### src/rtl/pe_2d_mb.sv
// pe_2d_mb - weight-stationary systolic processing element with a weight bank.
//
// A daisy-chained shadow register receives weights from the PE above and is
// committed into one of W_DEPTH bank slots. Every feature sample carries a
// valid bit and a slot select, so several kernels can share one array.
// Stage 1 registers the feature-side inputs and the incoming psum. Stage 2
// multiplies, accumulates and optionally saturates. Instances tile into an
// RxC array: weights shift down, features move right, psums move down.
//
// Ports
//   clk, rst_n                  clock, asynchronous active-low reset
//   w_load, w_in / w_out        shadow weight capture and daisy-chain output
//   w_commit_in, w_addr_in      commit shadow into bank[w_addr_in]
//   w_commit_out, w_addr_out    commit request forwarded one cycle later
//   fm_valid_in, fm_in, w_sel_in        feature sample and its bank slot
//   fm_valid_out, fm_out, w_sel_out     stage-1 copies to the right neighbour
//   psum_in                     partial sum from above
//   psum_valid_out, psum_out    registered MAC result to the PE below
//   ovf_clr, ovf                sticky overflow flag and its synchronous clear
module pe_2d_mb #(
  parameter int unsigned DATA_W  = 8,
  parameter int unsigned ACC_W   = 20,
  parameter int unsigned W_DEPTH = 4,
  parameter bit          SIGNED  = 1'b1,
  parameter bit          SAT     = 1'b1,
  localparam int unsigned SEL_W  = (W_DEPTH > 1) ? $clog2(W_DEPTH) : 1
) (
  input  logic              clk,
  input  logic              rst_n,
  input  logic              w_load,
  input  logic [DATA_W-1:0] w_in,
  output logic [DATA_W-1:0] w_out,
  input  logic              w_commit_in,
  input  logic [SEL_W-1:0]  w_addr_in,
  output logic              w_commit_out,
  output logic [SEL_W-1:0]  w_addr_out,
  input  logic              fm_valid_in,
  input  logic [DATA_W-1:0] fm_in,
  input  logic [SEL_W-1:0]  w_sel_in,
  output logic              fm_valid_out,
  output logic [DATA_W-1:0] fm_out,
  output logic [SEL_W-1:0]  w_sel_out,
  input  logic [ACC_W-1:0]  psum_in,
  output logic              psum_valid_out,
  output logic [ACC_W-1:0]  psum_out,
  input  logic              ovf_clr,
  output logic              ovf
);

  localparam int unsigned PROD_W = 2 * DATA_W;
  // Two guard bits hold the exact sum of an ACC_W psum and a PROD_W product.
  localparam int unsigned EXT_W  = ACC_W + 2;

  // True when a slot address refers to a physical bank entry.
  function automatic logic slot_ok(input logic [SEL_W-1:0] a);
    return (32'(a) < W_DEPTH);
  endfunction

  // Extend a psum to the guarded width according to operand signedness.
  function automatic logic [EXT_W-1:0] ext_acc(input logic [ACC_W-1:0] v);
    if (SIGNED) begin
      return {{2{v[ACC_W-1]}}, v};
    end else begin
      return {2'b00, v};
    end
  endfunction

  // Extend a full-width product to the guarded width.
  function automatic logic [EXT_W-1:0] ext_prod(input logic [PROD_W-1:0] p);
    if (SIGNED) begin
      return {{(EXT_W-PROD_W){p[PROD_W-1]}}, p};
    end else begin
      return {{(EXT_W-PROD_W){1'b0}}, p};
    end
  endfunction

  // Full 2*DATA_W product; operands are pre-extended so the low PROD_W bits
  // of the unsigned multiply are the exact two's-complement result.
  function automatic logic [PROD_W-1:0] mul(input logic [DATA_W-1:0] a,
                                            input logic [DATA_W-1:0] b);
    logic [PROD_W-1:0] ea;
    logic [PROD_W-1:0] eb;
    if (SIGNED) begin
      ea = {{DATA_W{a[DATA_W-1]}}, a};
      eb = {{DATA_W{b[DATA_W-1]}}, b};
    end else begin
      ea = {{DATA_W{1'b0}}, a};
      eb = {{DATA_W{1'b0}}, b};
    end
    return ea * eb;
  endfunction

  logic [DATA_W-1:0] shadow_q, shadow_d;
  logic [DATA_W-1:0] bank_q [W_DEPTH];
  logic [DATA_W-1:0] bank_d [W_DEPTH];
  logic              commit_q, commit_d;
  logic [SEL_W-1:0]  addr_q, addr_d;
  logic              valid_q, valid_d;
  logic [DATA_W-1:0] fm_q, fm_d;
  logic [SEL_W-1:0]  sel_q, sel_d;
  logic [ACC_W-1:0]  psum_in_q, psum_in_d;
  logic [ACC_W-1:0]  psum_out_q, psum_out_d;
  logic              psum_valid_q, psum_valid_d;
  logic              ovf_q, ovf_d;

  logic [DATA_W-1:0] weight_s;
  logic [EXT_W-1:0]  sum_s;
  logic              oor_s;
  logic [ACC_W-1:0]  clamp_s;
  logic [ACC_W-1:0]  mac_s;

  // Weight path: shadow capture, bank commit and commit-wave forwarding.
  always_comb begin
    shadow_d = shadow_q;
    bank_d   = bank_q;
    if (w_load) begin
      shadow_d = w_in;
    end else begin
      shadow_d = shadow_q;
    end
    // Out-of-range commit addresses write nothing but are still forwarded.
    if (w_commit_in && slot_ok(w_addr_in)) begin
      bank_d[w_addr_in] = shadow_q;
    end else begin
      bank_d = bank_q;
    end
    commit_d = w_commit_in;
    addr_d   = w_addr_in;
  end

  // Stage 1: capture feature sample, slot select and incoming psum.
  always_comb begin
    valid_d   = fm_valid_in;
    fm_d      = fm_in;
    sel_d     = w_sel_in;
    psum_in_d = psum_in;
  end

  // Stage 2: multiply-accumulate with range detection and optional clamp.
  always_comb begin
    weight_s = {DATA_W{1'b0}};
    oor_s    = 1'b0;
    clamp_s  = {ACC_W{1'b0}};
    // The bank is read before any same-edge commit lands, so a colliding
    // commit only affects later samples.
    if (slot_ok(sel_q)) begin
      weight_s = bank_q[sel_q];
    end else begin
      weight_s = {DATA_W{1'b0}};
    end
    sum_s = ext_acc(psum_in_q) + ext_prod(mul(weight_s, fm_q));
    if (SIGNED) begin
      // In range only when every bit from the ACC_W sign bit upward agrees.
      oor_s = !((sum_s[EXT_W-1:ACC_W-1] == {(EXT_W-ACC_W+1){1'b0}}) ||
                (sum_s[EXT_W-1:ACC_W-1] == {(EXT_W-ACC_W+1){1'b1}}));
      if (sum_s[EXT_W-1]) begin
        clamp_s = {1'b1, {(ACC_W-1){1'b0}}};
      end else begin
        clamp_s = {1'b0, {(ACC_W-1){1'b1}}};
      end
    end else begin
      oor_s   = |sum_s[EXT_W-1:ACC_W];
      clamp_s = {ACC_W{1'b1}};
    end
    if (SAT && oor_s) begin
      mac_s = clamp_s;
    end else begin
      mac_s = sum_s[ACC_W-1:0];
    end
    if (valid_q) begin
      psum_out_d = mac_s;
    end else begin
      psum_out_d = psum_in_q;
    end
    psum_valid_d = valid_q;
    // A new overflow takes priority over a simultaneous clear.
    if (valid_q && oor_s) begin
      ovf_d = 1'b1;
    end else if (ovf_clr) begin
      ovf_d = 1'b0;
    end else begin
      ovf_d = ovf_q;
    end
  end

  // State registers; reset drops all in-flight data and the weight bank.
  always_ff @(posedge clk or negedge rst_n) begin
    if (!rst_n) begin
      shadow_q     <= {DATA_W{1'b0}};
      for (int i = 0; i < int'(W_DEPTH); i++) begin
        bank_q[i] <= {DATA_W{1'b0}};
      end
      commit_q     <= 1'b0;
      addr_q       <= {SEL_W{1'b0}};
      valid_q      <= 1'b0;
      fm_q         <= {DATA_W{1'b0}};
      sel_q        <= {SEL_W{1'b0}};
      psum_in_q    <= {ACC_W{1'b0}};
      psum_out_q   <= {ACC_W{1'b0}};
      psum_valid_q <= 1'b0;
      ovf_q        <= 1'b0;
    end else begin
      shadow_q     <= shadow_d;
      bank_q       <= bank_d;
      commit_q     <= commit_d;
      addr_q       <= addr_d;
      valid_q      <= valid_d;
      fm_q         <= fm_d;
      sel_q        <= sel_d;
      psum_in_q    <= psum_in_d;
      psum_out_q   <= psum_out_d;
      psum_valid_q <= psum_valid_d;
      ovf_q        <= ovf_d;
    end
  end

  assign w_out          = shadow_q;
  assign w_commit_out   = commit_q;
  assign w_addr_out     = addr_q;
  assign fm_valid_out   = valid_q;
  assign fm_out         = fm_q;
  assign w_sel_out      = sel_q;
  assign psum_out       = psum_out_q;
  assign psum_valid_out = psum_valid_q;
  assign ovf            = ovf_q;

endmodule

### config.mk
export PLATFORM = sky130hd
export DESIGN_NAME = pe_2d_mb
export DESIGN_NICKNAME = d
export VERILOG_FILES = /design/src/rtl/pe_2d_mb.sv
export SDC_FILE = /design/constraint.sdc
export NUM_CORES = 1
export LEC_CHECK = 0
export CORE_MARGIN = 8
export CORE_UTILIZATION = 38
export DETAILED_ROUTE_END_ITERATION = 7
export MAX_ROUTING_LAYER = met4
export PLACE_DENSITY = 0.69
export SYNTH_ARGS = -nofsm -noshare
export SYNTH_HDL_FRONTEND = slang
export SYNTH_SLANG_ARGS = --single-unit
export TNS_END_PERCENT = 1
### constraint.sdc
create_clock -name clk -period 16.5 [get_ports clk]
set_clock_uncertainty 0.05 [all_clocks]
set_input_delay 4.95 -clock clk [delete_from_list [all_inputs] [get_ports clk]]
set_output_delay 4.95 -clock clk [all_outputs]
set_load 0.05 [all_outputs]
==> flow_metrics.tcl, run 1 <==
set metrics [dict create \
    setup_violations 0 \
    area_delta_synth_final_pct 20.1 \
    finalCritPeriodShare 0.447 \
    synth_edf_count 0 \
    clk_latency_ns 0.35 \
    ys_ff_latch 96 \
    path_cells "clkdlybuf4s50_1" \
    antenna_found_initial 0 \
    min_period_ns 7.37 \
    io_pins 90 \
    required_ns 11.50 \
    clock_sinks 96 \
    hp-class "reg -> reg" \
    rsz0062_at_grt "false" \
    path_class "reg -> out" \
    grt_pass1_vias 4999 \
    h-tree-depth 3 \
    routedWlPerCell_um 16.0 \
    synth_area_sq_um 7140 \
    final_max_slew_viol_count 0 \
    max_freq_mhz 136 \
    relSlewSlack 0.229 \
    core_sq_um 18600 \
    synthFlopType "dfrtp_1" \
    die_w_um 153 \
    rows 50 \
    gp_congestion 0.843 \
    nets 876 \
    netlist_top_cells_count "96 x dfrtp_1, 95 x inv_1, 92 x fa_1" \
    slowest_stage "dfrtp_1" \
    detail-route-antenna-nets 0 \
    postRouteWirelength_um 14900 \
    fin_setup_tns_ns 0 \
    finalHoldViolations 0 \
    post-synth-top-count-cell "dfrtp_1" \
    synth_area_leader_cell "dfrtp_1" \
    outcome "finished clean" \
    cts_buffers 9 \
    synth_area_leaders "dfrtp_1 34%, fa_1 26%, ha_1 8.4%" \
    path_clk_slew_ns 0.06 \
    critPathTopFamily "flip-flops" \
    postCtsSetupRepairBufs 0 \
    synth_cell_type_count 45 \
    portBuffers 89 \
    hpwl_um 12000 \
    cts_tree "done" \
    clockBufferDepth 2 \
    worstMarginPinSlew_ns 1.15 \
    root_buffer "clkbuf_16" \
    drv_cap 0 \
    dieArea_sq_um 23400 \
    mappedNetlistNets 785 \
    hold_buffers 0 \
    synth_seq_area_share 0.336 \
    via_per_inst 4.93 \
    final_layout_size_suffix_gt1_frac 0.106 \
    start_kind "register" \
    crit_path_max_fanout 35 \
    dr_total_vias 4581 \
    drc 0 \
    synth_top_area_frac 0.336 \
    crit_path_max_incr_delay_ns 1.04 \
    antennaDiodeCount 0 \
    ys_warn_count 0 \
    avgSynthCellArea_sq_um 11.9 \
    die_h_um 153 \
    ctsResizeCount 0 \
    grt_max_degree 58 \
    arrival_ns 2.37 \
    crit_buf_inv 1 \
    grt_first_pass_wirelength_um 25300 \
    drt_iter0_drc 200 \
    async_flop_share 1.00 \
    gr-usage-all-layers 0.138 \
    grt_overflow 0 \
    post-route-util 0.461 \
    dr.pass1.iters 4 \
    start_util 0.384 \
    worst_setup_path_end_kind "primary output" \
    syn_inst 599 \
]
-- flip-flops by register name, indices dropped and copies added, names as in the netlist, 2 cells and up --
signal,cells
psum_in_q,20
w_addr_out,2
psum_out,20
bank_q,32
w_out,8
fm_out,8
w_sel_out,2
-- layout make-up --
class,instances,area [sq um]
Clock buffer,14,254
Clock inverter,2,38.8
Fill cell,1693,10000
Inverter,96,360
Multi-Input combinational cell,395,4320
Sequential cell,96,2400
Tap cell,234,293
Timing Repair Buffer,92,911
-- stage by stage --
step / area (sq um) / hold slack [ns] / cells / worst slack (ns)
CTS: 8570 / 0.453 / 929 / 9.10
detailed placement: 8280 / 0.439 / 913 / 9.28
global placement: 8280 / 0.432 / 913 / 9.54
finish: 8570 / 0.453 / 929 / 9.13
floorplan: 7140 / 0.424 / 599 / 9.71
global route: 8570 / 0.468 / 929 / 8.72
-- cell usage in the layout, fill, tap and decap left out, types with 2 or more instances in the layout --
| cell type | count |
|---|---|
| a211o_1 | 3 |
| nand2b_1 | 2 |
| nand3_1 | 4 |
| nand3b_1 | 2 |
| and2_1 | 32 |
| o21bai_1 | 2 |
| o21ai_0 | 17 |
| nor2_1 | 16 |
| a211oi_2 | 2 |
| fa_1 | 92 |
| xor2_1 | 6 |
| clkdlybuf4s50_1 | 88 |
| clkbuf_1 | 4 |
| buf_4 | 4 |
| a21oi_1 | 33 |
| clkbuf_16 | 9 |
| dfrtp_1 | 96 |
| mux4_2 | 8 |
| nor3b_1 | 2 |
| inv_1 | 95 |
| ha_1 | 48 |
| o22ai_1 | 17 |
| a31oi_1 | 2 |
| nand2_1 | 32 |
| a21o_1 | 5 |
| xnor2_1 | 12 |
| mux2_2 | 40 |
| nor3_1 | 2 |
-- routing by layer --
layer,wire (um),track usage
met1,6280,0.164
met2,8000,0.239
met3,418,0.0242
met4,162,0.0382
met5,0,-
-- worst paths after layout --
path | slack [ns] | startpoint | cells past startpoint | endpoint
setup / recovery | 9.13 | fm_valid_out$_DFF_PN0_ | 1 | fm_valid_out
hold / removal | 0.45 | bank_q[21]$_DFFE_PN0P_ | 1 | bank_q[21]$_DFFE_PN0P_
setup reg to reg | 9.39 | w_sel_out[0]$_DFF_PN0_ | 17 | psum_out[14]$_DFF_PN0_
hold reg to reg | 0.45 | bank_q[21]$_DFFE_PN0P_ | 1 | bank_q[21]$_DFFE_PN0P_
max in group asynchronous | 10.76 | rst_n | 2 | w_commit_out$_DFF_PN0_
min in group asynchronous | 4.53 | rst_n | 1 | fm_out[2]$_DFF_PN0_
-- kinds of logic (layout without fill, tap and decap cells) --
family          after synthesis  count (layout)  share of synthesized area
fa+ha+maj                   140             140                      0.342
mux                          49              49                     0.0897
flops                        96              96                      0.336
simple gates                 97              97                     0.0689
xor+xnor                     19              19                     0.0244
buf+inv                     108             204                     0.0594
compound gates               90              90                     0.0794
Power of run 1 is left out: the tool's default activity adds up to more than one toggle a clock period on the data nets, which glitch-free logic cannot reach.
==> run 2, diff against run 1 <==
==> constraint.sdc (replaced) <==
create_clock -name clk -period 7.4 [get_ports clk]
set_clock_uncertainty 0.05 [all_clocks]
set_input_delay 2.22 -clock clk [delete_from_list [all_inputs] [get_ports clk]]
set_output_delay 2.22 -clock clk [all_outputs]
set_load 0.05 [all_outputs]
==> run 2 against run 1 <==
- sequential cell count did not move
- hold slack got worse by 0.0020 ns
- via count fell by 0.83%
- critical path depth rose by 17
- first-iteration DRC count fell by 14%
- final area rose by 0.39%
- register-to-register slack got worse by 8.7 ns
- clock-buffer cell count fell by 4
- sequential share of layout area fell by 0.11 points
- core utilization rose by 0.18 points
- critical path type is now reg -> reg
- largest cell class unchanged
- highest routed layer unchanged
==> flow_metrics.tcl, run 2 (synthesized netlist as in run 1, its figures left out) <==
set metrics [dict create \
    arrival_ns 6.81 \
    cts_buffers 9 \
    routedWlPerCell_um 15.7 \
    clock_sinks 96 \
    detail-route-antenna-nets 0 \
    worstMarginPinSlew_ns 1.01 \
    largest_register_ffs 32 \
    gr-usage-all-layers 0.137 \
    grt_first_pass_wirelength_um 25100 \
    crit_path_max_incr_delay_ns 0.72 \
    area_delta_synth_final_pct 20.5 \
    hp-class "reg -> reg" \
    portBuffers 89 \
    postRouteWirelength_um 14600 \
    hpwl_um 11900 \
    via_per_inst 4.87 \
    postCtsSetupRepairBufs 0 \
    holdWs_ns 0.451 \
    hold_buffers 0 \
    outcome "finished clean" \
    reg2reg_depth 18 \
    root_buffer "clkbuf_16" \
    finalHoldViolations 0 \
    holdPathEnd "bank_q[8]$_DFFE_PN0P_" \
    io_pins 90 \
    die_h_um 153 \
    path_clk_slew_ns 0.07 \
    r2r-end "psum_out[10]$_DFF_PN0_" \
    drt_iter0_drc 172 \
    setup_violations 0 \
    worst_setup_path_end_kind "register" \
    drv_cap 0 \
    required_ns 7.54 \
    regMostFlops "bank_q" \
    max_freq_mhz 150 \
    clk_latency_ns 0.35 \
    regToRegSetupSlack_ns 0.73 \
    core_sq_um 18600 \
    cts_tree "done" \
    rsz0062_at_grt "false" \
    dr_total_vias 4543 \
    final_max_slew_viol_count 0 \
    antenna_found_initial 0 \
    final_cell_mix "96 x dfrtp_1, 95 x inv_1, 92 x fa_1" \
    crit_path_max_fanout 13 \
    nets 879 \
    r2r-start "w_sel_out[0]$_DFF_PN0_" \
    fin_setup_tns_ns 0 \
    drc 0 \
    crit_top_cell "fa_1" \
    slowest_stage "and2_1" \
    start_util 0.384 \
    start_kind "register" \
    clockBufferDepth 2 \
    gp_congestion 0.829 \
    relSlewSlack 0.325 \
    final_common_cell "dfrtp_1" \
    grt_pass1_vias 4926 \
    h-tree-depth 3 \
    min_period_ns 6.67 \
    worstHoldStart "bank_q[8]$_DFFE_PN0P_" \
    dieArea_sq_um 23400 \
    die_w_um 153 \
    dr.pass1.iters 4 \
    rows 50 \
    antennaDiodeCount 0 \
    grt_max_degree 54 \
    grt_overflow 0 \
    path_cells "mux4_2 -> and2_1 -> inv_1 -> fa_1 -> inv_1 -> fa_1 -> fa_1 -> fa_1 -> fa_1 -> ha_1 -> nand2_1 -> o2111ai_1 -> nand2_1 -> o41ai_2 -> xnor2_2 -> buf_4 -> o21ai_4 -> o22ai_1" \
    final_layout_size_suffix_gt1_frac 0.116 \
    whs_path_depth 1 \
    finalCritPeriodShare 0.901 \
    path_class "reg -> reg" \
    ctsResizeCount 0 \
]
==> run 2: cell count changes in the layout (fill, tap and decap cells not counted), sizes merged <==
cell,before,now
buf,4,7
clkinv,2,3
clkbuf,14,10
clkinvlp,0,1
inv,95,97
==> run 2: routing by layer <==
metal,GRT usage,vias up,share of wire
met4,0.0382,0,0.012
li1,-,2143,-
met2,0.232,60,0.53
met1,0.164,2329,0.43
met3,0.0257,11,0.028
met5,-,-,0
==> run 2: worst max-delay path by stage <==
stage	slack [ns]	to	from	depth (start not counted)
3_3_place_gp	0.86	psum_out[8]$_DFF_PN0_	w_sel_out[0]$_DFF_PN0_	18
6_report	0.73	psum_out[10]$_DFF_PN0_	w_sel_out[0]$_DFF_PN0_	18
2_1_floorplan	0.61	psum_out[12]$_DFF_PN0_	w_sel_out[0]$_DFF_PN0_	20
5_1_grt	0.36	psum_out[10]$_DFF_PN0_	w_sel_out[0]$_DFF_PN0_	18
4_1_cts	0.72	psum_out[10]$_DFF_PN0_	w_sel_out[0]$_DFF_PN0_	18
3_5_place_dp	0.71	psum_out[10]$_DFF_PN0_	w_sel_out[0]$_DFF_PN0_	18
==> run 2: area by class of cell <==
cell class / count / area [sq um]
Clock buffer: 10 / 239
Multi-Input combinational cell: 395 / 4320
Clock inverter: 6 / 65.1
Fill cell: 1704 / 9970
Tap cell: 234 / 293
Inverter: 96 / 360
Sequential cell: 96 / 2400
Timing Repair Buffer: 95 / 933
==> run 2: through the flow <==
step                setup slack, ns  instances  area (sq um)   util
finish                        0.731        932          8610  0.463
global route                  0.356        932          8610  0.463
CTS                           0.717        932          8610  0.463
global placement              0.863        916          8300  0.447
detailed placement            0.709        916          8300  0.447
floorplan                     0.612        599          7140      -
==> run 2: critical path, delay by kind of cell, from the launching register on <==
kind | cells | cell delay [ns]
fa+ha+maj | 6 | 2.83
compound gates | 4 | 1.07
simple gates | 3 | 1.00
buf+inv | 3 | 0.45
mux | 1 | 0.43
flops | 1 | 0.39
xor+xnor | 1 | 0.27
Power of run 2 is left out for the same reason.
